`src/rtl/debounce_sync.sv`:
```
// Synchronises and debounces a raw asynchronous input, producing a clean level,
// single-cycle rise/fall strobes and a saturating count of rejected glitches.
module debounce_sync #(
    parameter int SYNC_STAGES   = 2,
    parameter int STABLE_CYCLES = 4,
    parameter int GCNT_W        = 8
) (
    input  logic              clk,
    input  logic              rst,
    input  logic              din,
    input  logic              glitch_clr,
    output logic              level,
    output logic              rise,
    output logic              fall,
    output logic [GCNT_W-1:0] glitch_cnt
);

    localparam int CNT_W = $clog2(STABLE_CYCLES + 1);
    localparam logic [CNT_W-1:0]  CNT_LAST  = CNT_W'(STABLE_CYCLES - 1);
    localparam logic [GCNT_W-1:0] GCNT_MAX  = '1;

    typedef enum logic [1:0] {
        LOW,
        WAIT_HI,
        HIGH,
        WAIT_LO
    } state_t;

    state_t                 state;
    logic [CNT_W-1:0]       cnt;
    logic [SYNC_STAGES-1:0] sync_q;
    logic                   sync;
    logic                   glitch_inc;

    // Plain flop chain: no logic between stages so metastability can settle.
    always_ff @(posedge clk or posedge rst) begin
        if (rst) begin
            sync_q <= '0;
        end else begin
            sync_q <= {sync_q[SYNC_STAGES-2:0], din};
        end
    end

    assign sync = sync_q[SYNC_STAGES-1];

    // An excursion that reverts before confirmation completes is a glitch.
    assign glitch_inc = ((state == WAIT_HI) && !sync) || ((state == WAIT_LO) && sync);

    always_ff @(posedge clk or posedge rst) begin
        if (rst) begin
            state <= LOW;
            cnt   <= '0;
            level <= 1'b0;
            rise  <= 1'b0;
            fall  <= 1'b0;
        end else begin
            rise <= 1'b0;
            fall <= 1'b0;
            case (state)
                LOW: begin
                    if (sync) begin
                        state <= WAIT_HI;
                        cnt   <= '0;
                    end
                end
                WAIT_HI: begin
                    if (!sync) begin
                        state <= LOW;
                    end else if (cnt == CNT_LAST) begin
                        state <= HIGH;
                        level <= 1'b1;
                        rise  <= 1'b1;
                    end else begin
                        cnt <= cnt + CNT_W'(1);
                    end
                end
                HIGH: begin
                    if (!sync) begin
                        state <= WAIT_LO;
                        cnt   <= '0;
                    end
                end
                WAIT_LO: begin
                    if (sync) begin
                        state <= HIGH;
                    end else if (cnt == CNT_LAST) begin
                        state <= LOW;
                        level <= 1'b0;
                        fall  <= 1'b1;
                    end else begin
                        cnt <= cnt + CNT_W'(1);
                    end
                end
                default: state <= LOW;
            endcase
        end
    end

    // Clear wins over a same-cycle increment; the count sticks at all-ones.
    always_ff @(posedge clk or posedge rst) begin
        if (rst) begin
            glitch_cnt <= '0;
        end else if (glitch_clr) begin
            glitch_cnt <= '0;
        end else if (glitch_inc && (glitch_cnt != GCNT_MAX)) begin
            glitch_cnt <= glitch_cnt + GCNT_W'(1);
        end
    end

endmodule

```
`config.mk`:
```
export PLATFORM = sky130hd
export DESIGN_NAME = debounce_sync
export DESIGN_NICKNAME = d
export VERILOG_FILES = /design/src/rtl/debounce_sync.sv
export SDC_FILE = /design/constraint.sdc
export NUM_CORES = 1
export LEC_CHECK = 0
export CORE_ASPECT_RATIO = 0.75
export CORE_MARGIN = 2
export CORE_UTILIZATION = 54
export CTS_BUF_LIST = sky130_fd_sc_hd__clkbuf_8
export CTS_CLUSTER_SIZE = 20
export DETAILED_ROUTE_END_ITERATION = 10
export GPL_TIMING_DRIVEN = 0
export PLACE_DENSITY = 0.8
export SYNTH_ARGS = -nofsm -noshare
export SYNTH_HDL_FRONTEND = slang
export SYNTH_SLANG_ARGS = --single-unit
```
`constraint.sdc`:
```
create_clock -name clk -period 2.06 [get_ports clk]
set_input_delay 0.515 -clock clk [delete_from_list [all_inputs] [get_ports clk]]
set_output_delay 0.515 -clock clk [all_outputs]
set_load 0.05 [all_outputs]
```
[Word-level counts from Yosys, hierarchy flattened]
Cells that the tools add are included.
Storage, ports and cells
  register bits: 18
  input port bits: 4
  logic and storage cells: 58
Cells by class
  $add $sub $neg: 2
  equality and inequality tests: 13
  muxes and demuxes: 25
  reduce and logical (&&, ||, !) cells: 11
Operator list (number)
  2-to-1 mux 8 bit: 2
  2-to-1 mux 3 bit: 5
  2-to-1 mux 2 bit: 6
  case mux 3 bit (4 select lines): 1
  2-to-1 mux 1 bit: 9
  adder 8 x 1 -> 8 bit, second input constant: 1
  != test 2 bit, second input constant: 4
  != test 8 bit, second input constant: 1
  case mux 2 bit (4 select lines): 1
  AND reduction 4 bit: 2
  != test 3 x 2 -> 1 bit, second input constant: 2
  AND reduction 5 bit: 1
  equality test 2 bit, second input constant: 2
  != test 2 x 1 -> 1 bit, second input constant: 2
  nonzero test 2 bit: 2
  adder 3 x 1 -> 3 bit, second input constant: 1
  equality test 3 x 2 -> 1 bit, second input constant: 1
  logical AND 1 bit: 3
  equality test 2 x 1 -> 1 bit, second input constant: 1
  logical NOT 2 bit: 1
  case mux 1 bit (2 select lines): 1
  logical NOT 1 bit: 1
  logical OR 1 bit: 1

[Depth between registers and ports, before layout]
Gate-level depths: netlist of run 1.
  word-level depth: 6
  gate-level depth with buffers: 6

[Worst setup path before layout of run 1]
No wires, ideal clock.
  kind: register -> register
  start: register glitch_cnt[0]
  end: register glitch_cnt[1]
  data arrival time: 1625 ps
  required time: 1930 ps
  path slack: 305 ps
  stages on the path, launching flop included: 6
  path buffers: 0
  period minus slack after synthesis: 1755 ps
  cell sequence: dfrtp_1 ha_1 nand4_1 o211ai_1 mux2i_1 nor2_1
On the way
  cells in the longest elaborated chain, start to end: 3
  elaborated cells between the ends (all ways): 6
  those cells by class: add/sub (1); eq/ne (1); mux (2); reduce/logical (2)
Ends and longest elaborated chain
  start: declaration: RTL line 15  | output logic [GCNT_W-1:0] glitch_cnt
  start signal: assignment: RTL line 106  | glitch_cnt <= glitch_cnt + GCNT_W'(1);
  adder 8 x 1 -> 8 bit or != test 8 bit (tied branches): RTL line 106, 105
  2-to-1 mux 8 bit or logical AND 1 bit (tied branches): RTL line 105  | end else if (glitch_inc && (glitch_cnt != GCNT_MAX)) begin
  2-to-1 mux 8 bit or nonzero test 2 bit (tied branches)
Several ways; a longest one is shown, not always the timed one. The select of a mux whose other input is x is not followed.
A chain may end at the register's enable or synchronous reset.

[Final worst setup path of run 1]
  start: register glitch_cnt[1]
  end: output glitch_cnt[1]
No word-level cell between the ends.

==> key figures, run 1 <==
Clock network
  – CTS sink cnt: 18
  – CTS tree: done
  – Max Root-Sink Buffers: 2
  – Clock slew at reported path FFs: 70 ps
  – Clock insertion delay at the later pin of the skew report: 260 ps
  – Root buffer cell: clkbuf_8
  – Postcts setup bufs: 0
  – TritonCTS Buffers: 3
  – CTS H-tree depth: 1

Worst setup path
  – Max stage delay on crit path: 820 ps
  – CP Launch Type: flip-flop
  – Req. time, crit path: 1540 ps
  – CP cell instances: clkdlybuf4s50_1
  – Crit path max-delay family: buffers and inverters
  – Slowest CP cell: clkdlybuf4s50_1
  – Worst Path Buf+Inv: 1
  – WS Path Type: reg -> out
  – Crit. End Element: output pin
  – Arr. time, crit path: 1470 ps
  – Crit Path Max Fanout: 4

Synth
  – Mapped Area: 943 um2
  – Count leader, synth: dfrtp_1
  – Cell taking the most area after synthesis: dfrtp_1
  – Ys Warns: 0
  – Main combinational cell family by area after synthesis: simple AND/OR/NAND/NOR gates
  – Area share of the largest cell type after synthesis: 47.7%
  – Ys async rst share: 100%
  – Main synth FF type: dfrtp_1
  – Synth Register Bits: 18
  – Cell count after synthesis: 88
  – Netlist cell types: 36
  – Synth Area in XOR/XNOR: 4.77%
  – Net count of the mapped netlist: 96
  – Post-synth EDFFs: 0
  – Sequential fraction of the synthesis area: 47.7%
  – Post-synth top cells: 18 x dfrtp_1, 8 x nand2_1, 6 x a21oi_1, 5 x nor2_1, 5 x o21ai_0
  – Multiplexer area fraction after synthesis: 3.85%
  – Compound-gate portion of the synthesized area: 14.7%
  – Post-Synth Adder-Cell Area: 5.31%
  – Synth top area cells: dfrtp_1 48%, ha_1 5.3%, a21oi_1 3.2%
  – Simple-gate area share of the yosys netlist: 18.7%
  – Mean Syn Cell Area: 10.7 um2

Pwr
  – Tot Pwr: 0.946 mW
  – P per Cell Area: 811 nW/um2
  – Static Leakage: 0.597 nW
  – VDD IR-drop max: 0.567 mV

Floorplan
  – Die W: 52.3 um
  – Core ar.: 1690 um2
  – Chip height: 40.2 um
  – Cell Rows: 13
  – I/O Pins: 15
  – Die area: 2100 um2
  – Initial cell density of the core: 55.8%

Global routing
  – GRT Util Overall: 21.1%
  – First-pass GRT wire length: 2950 um
  – Grt ovf: 0
  – Largest net degree at the start of global routing: 19
  – Antenna violations before repair: 0
  – Vias in the first global route: 632

Placement
  – Post-place setup slack: 243 ps
  – Dpl cell area: 1100 um2
  – Post-DP HPWL: 1250 um
  – IO buf count: 13
  – Placer Congestion: 0.698
  – Placed cells: 123

Drt
  – Vias post-DR: 709
  – Routed len/inst: 14.1 um
  – Antenna Violating Nets Remaining: 0
  – Number of DRC markers in iteration 0: 4
  – Routed WL: 1790 um
  – Drc violations: 0
  – Drt via density: 5.58
  – Pre-Repair DR Iteration Count: 4

Cells and area
  – P&R area growth vs syn: 23.7%
  – ANT cells: 0
  – Finished Cell Area: 1170 um2
  – Share of layout cells above drive strength 1: 15.2%
  – Fillcell total: 146
  – Fin cells: 127
  – Final nets: 114

Timing
  – Clk_skew: 2.59 ps
  – Final Max Slew Viols: 0
  – Final TNS setup: 0 ps
  – Final Worst Setup Slack: 77.9 ps
  – Slew @ Worst Pin: 683 ps
  – Tmin final: 1980 ps
  – Unrepaired setup endpoints after global routing: false
  – Endpoints failing setup: 0
  – Peak Freq: 505 MHz
  – Max_slew headroom: 54.4%
  – Hold Vio Cnt, Final: 0
  – Crit share post-route: 96.2%

Run status
  – Status: completed

Hold path
  – Hold crit path type: reg -> reg

Run
  – Max-Cap Viols: 0
[flip-flops by register name (all words and copies together) (netlist names), named ones only]
register and count:
cnt 3, fall 1, glitch_cnt 8, level 1, rise 1, state 1
sync_q 2
[final timing paths]
kind / from / end / slack (ps) / depth (start not counted)
max: glitch_cnt[1] / glitch_cnt[1] / 80 / 1
min in group asynchronous: rst / glitch_cnt[4] / 660 / 2
max in group asynchronous: rst / sync_q[0] / 960 / 2
min reg2reg: sync_q[0] / sync_q[1] / 350 / 0
max reg2reg: glitch_cnt[0] / glitch_cnt[0] / 470 / 5
min: sync_q[0] / sync_q[1] / 350 / 0
[power by group]
part / internal, mW / switching (mW) / total [mW] / leakage, nW
Combinational: 0.101 / 0.137 / 0.238 / 0.332
Sequential: 0.390 / 0.0279 / 0.418 / 0.236
Clock: 0.170 / 0.120 / 0.290 / 0.0288
[kinds of logic (layout without fill, tap and decap cells)]
group / Yosys count / after routing
fa+ha+maj: 4 / 4
flops: 18 / 18
simple gates: 31 / 31
mux: 3 / 3
buf+inv: 7 / 24
compound gates: 22 / 22
xor+xnor: 3 / 3
[stage by stage]
stage	hold slack, ps	utilization (%)
after global placement	333	65.1
final	349	69.0
after detailed placement	336	65.1
after floorplan	331	-
after global routing	360	69.0
after CTS	353	68.3
[cell type report]
| cell class | instances | area, um2 | share of cell area (%) |
|---|---|---|---|
| Inverter | 3 | 11.3 | 0.965 |
| Buffer | 4 | 35.0 | 3.00 |
| Multi-Input combinational cell | 63 | 447 | 38.3 |
| Sequential cell | 18 | 450 | 38.6 |
| Tap cell | 22 | 27.5 | 2.36 |
| Clock buffer | 4 | 55.1 | 4.72 |
| Timing Repair Buffer | 13 | 141 | 12.1 |
[worst reg2reg max path, stage by stage (launching register included)]
cell and delay (ps):
dfrtp_1 410, ha_1 310, nand4_1 120, o211ai_1 330, xor2_1 220, nor2_1 70
[timing repair]
item,in CTS,in global routing
endpoints found under the setup margin,1,5
hold buffers,0,0
resized for setup,1,5
[cells in the final DEF (no fill, tap or decap), types with 2 or more instances in the layout]
cell type,Yosys,layout
dfrtp_1,18,18
xor2_1,2,2
dlymetal6s2s_1,0,5
nand3_1,2,2
a22o_2,2,2
nor2_1,5,5
a21oi_1,6,6
o21ai_0,5,5
inv_1,3,3
nor3b_1,2,2
clkdlybuf4s50_1,0,7
nand4_1,2,2
ha_1,4,4
nor3_1,2,2
a31oi_1,4,4
nand2_1,8,8
nor2b_1,2,2
clkbuf_8,0,4
[layer usage]
metal  share of wire [%]  GRT usage [%]  vias to the layer above
li1                    -              -                      355
met1                  49           26.6                      335
met2                  45           32.9                       14
met3                 4.2           6.72                        5
met4                 2.2           11.5                        0
met5                   0              0                        -
No activity file was read; power rests on OpenSTA's default activity.
==> run 2: changes to the inputs <==
Settings changed: SKIP_LAST_GASP set to 1.
==> results of run 2 <==
Final layout, timing and power as in run 1 (identical DEF).
==> run 3: changes to the inputs <==
Settings changed: ABC_AREA set to 0.
==> results of run 3 <==
Final layout, timing and power as in run 1 (identical DEF).
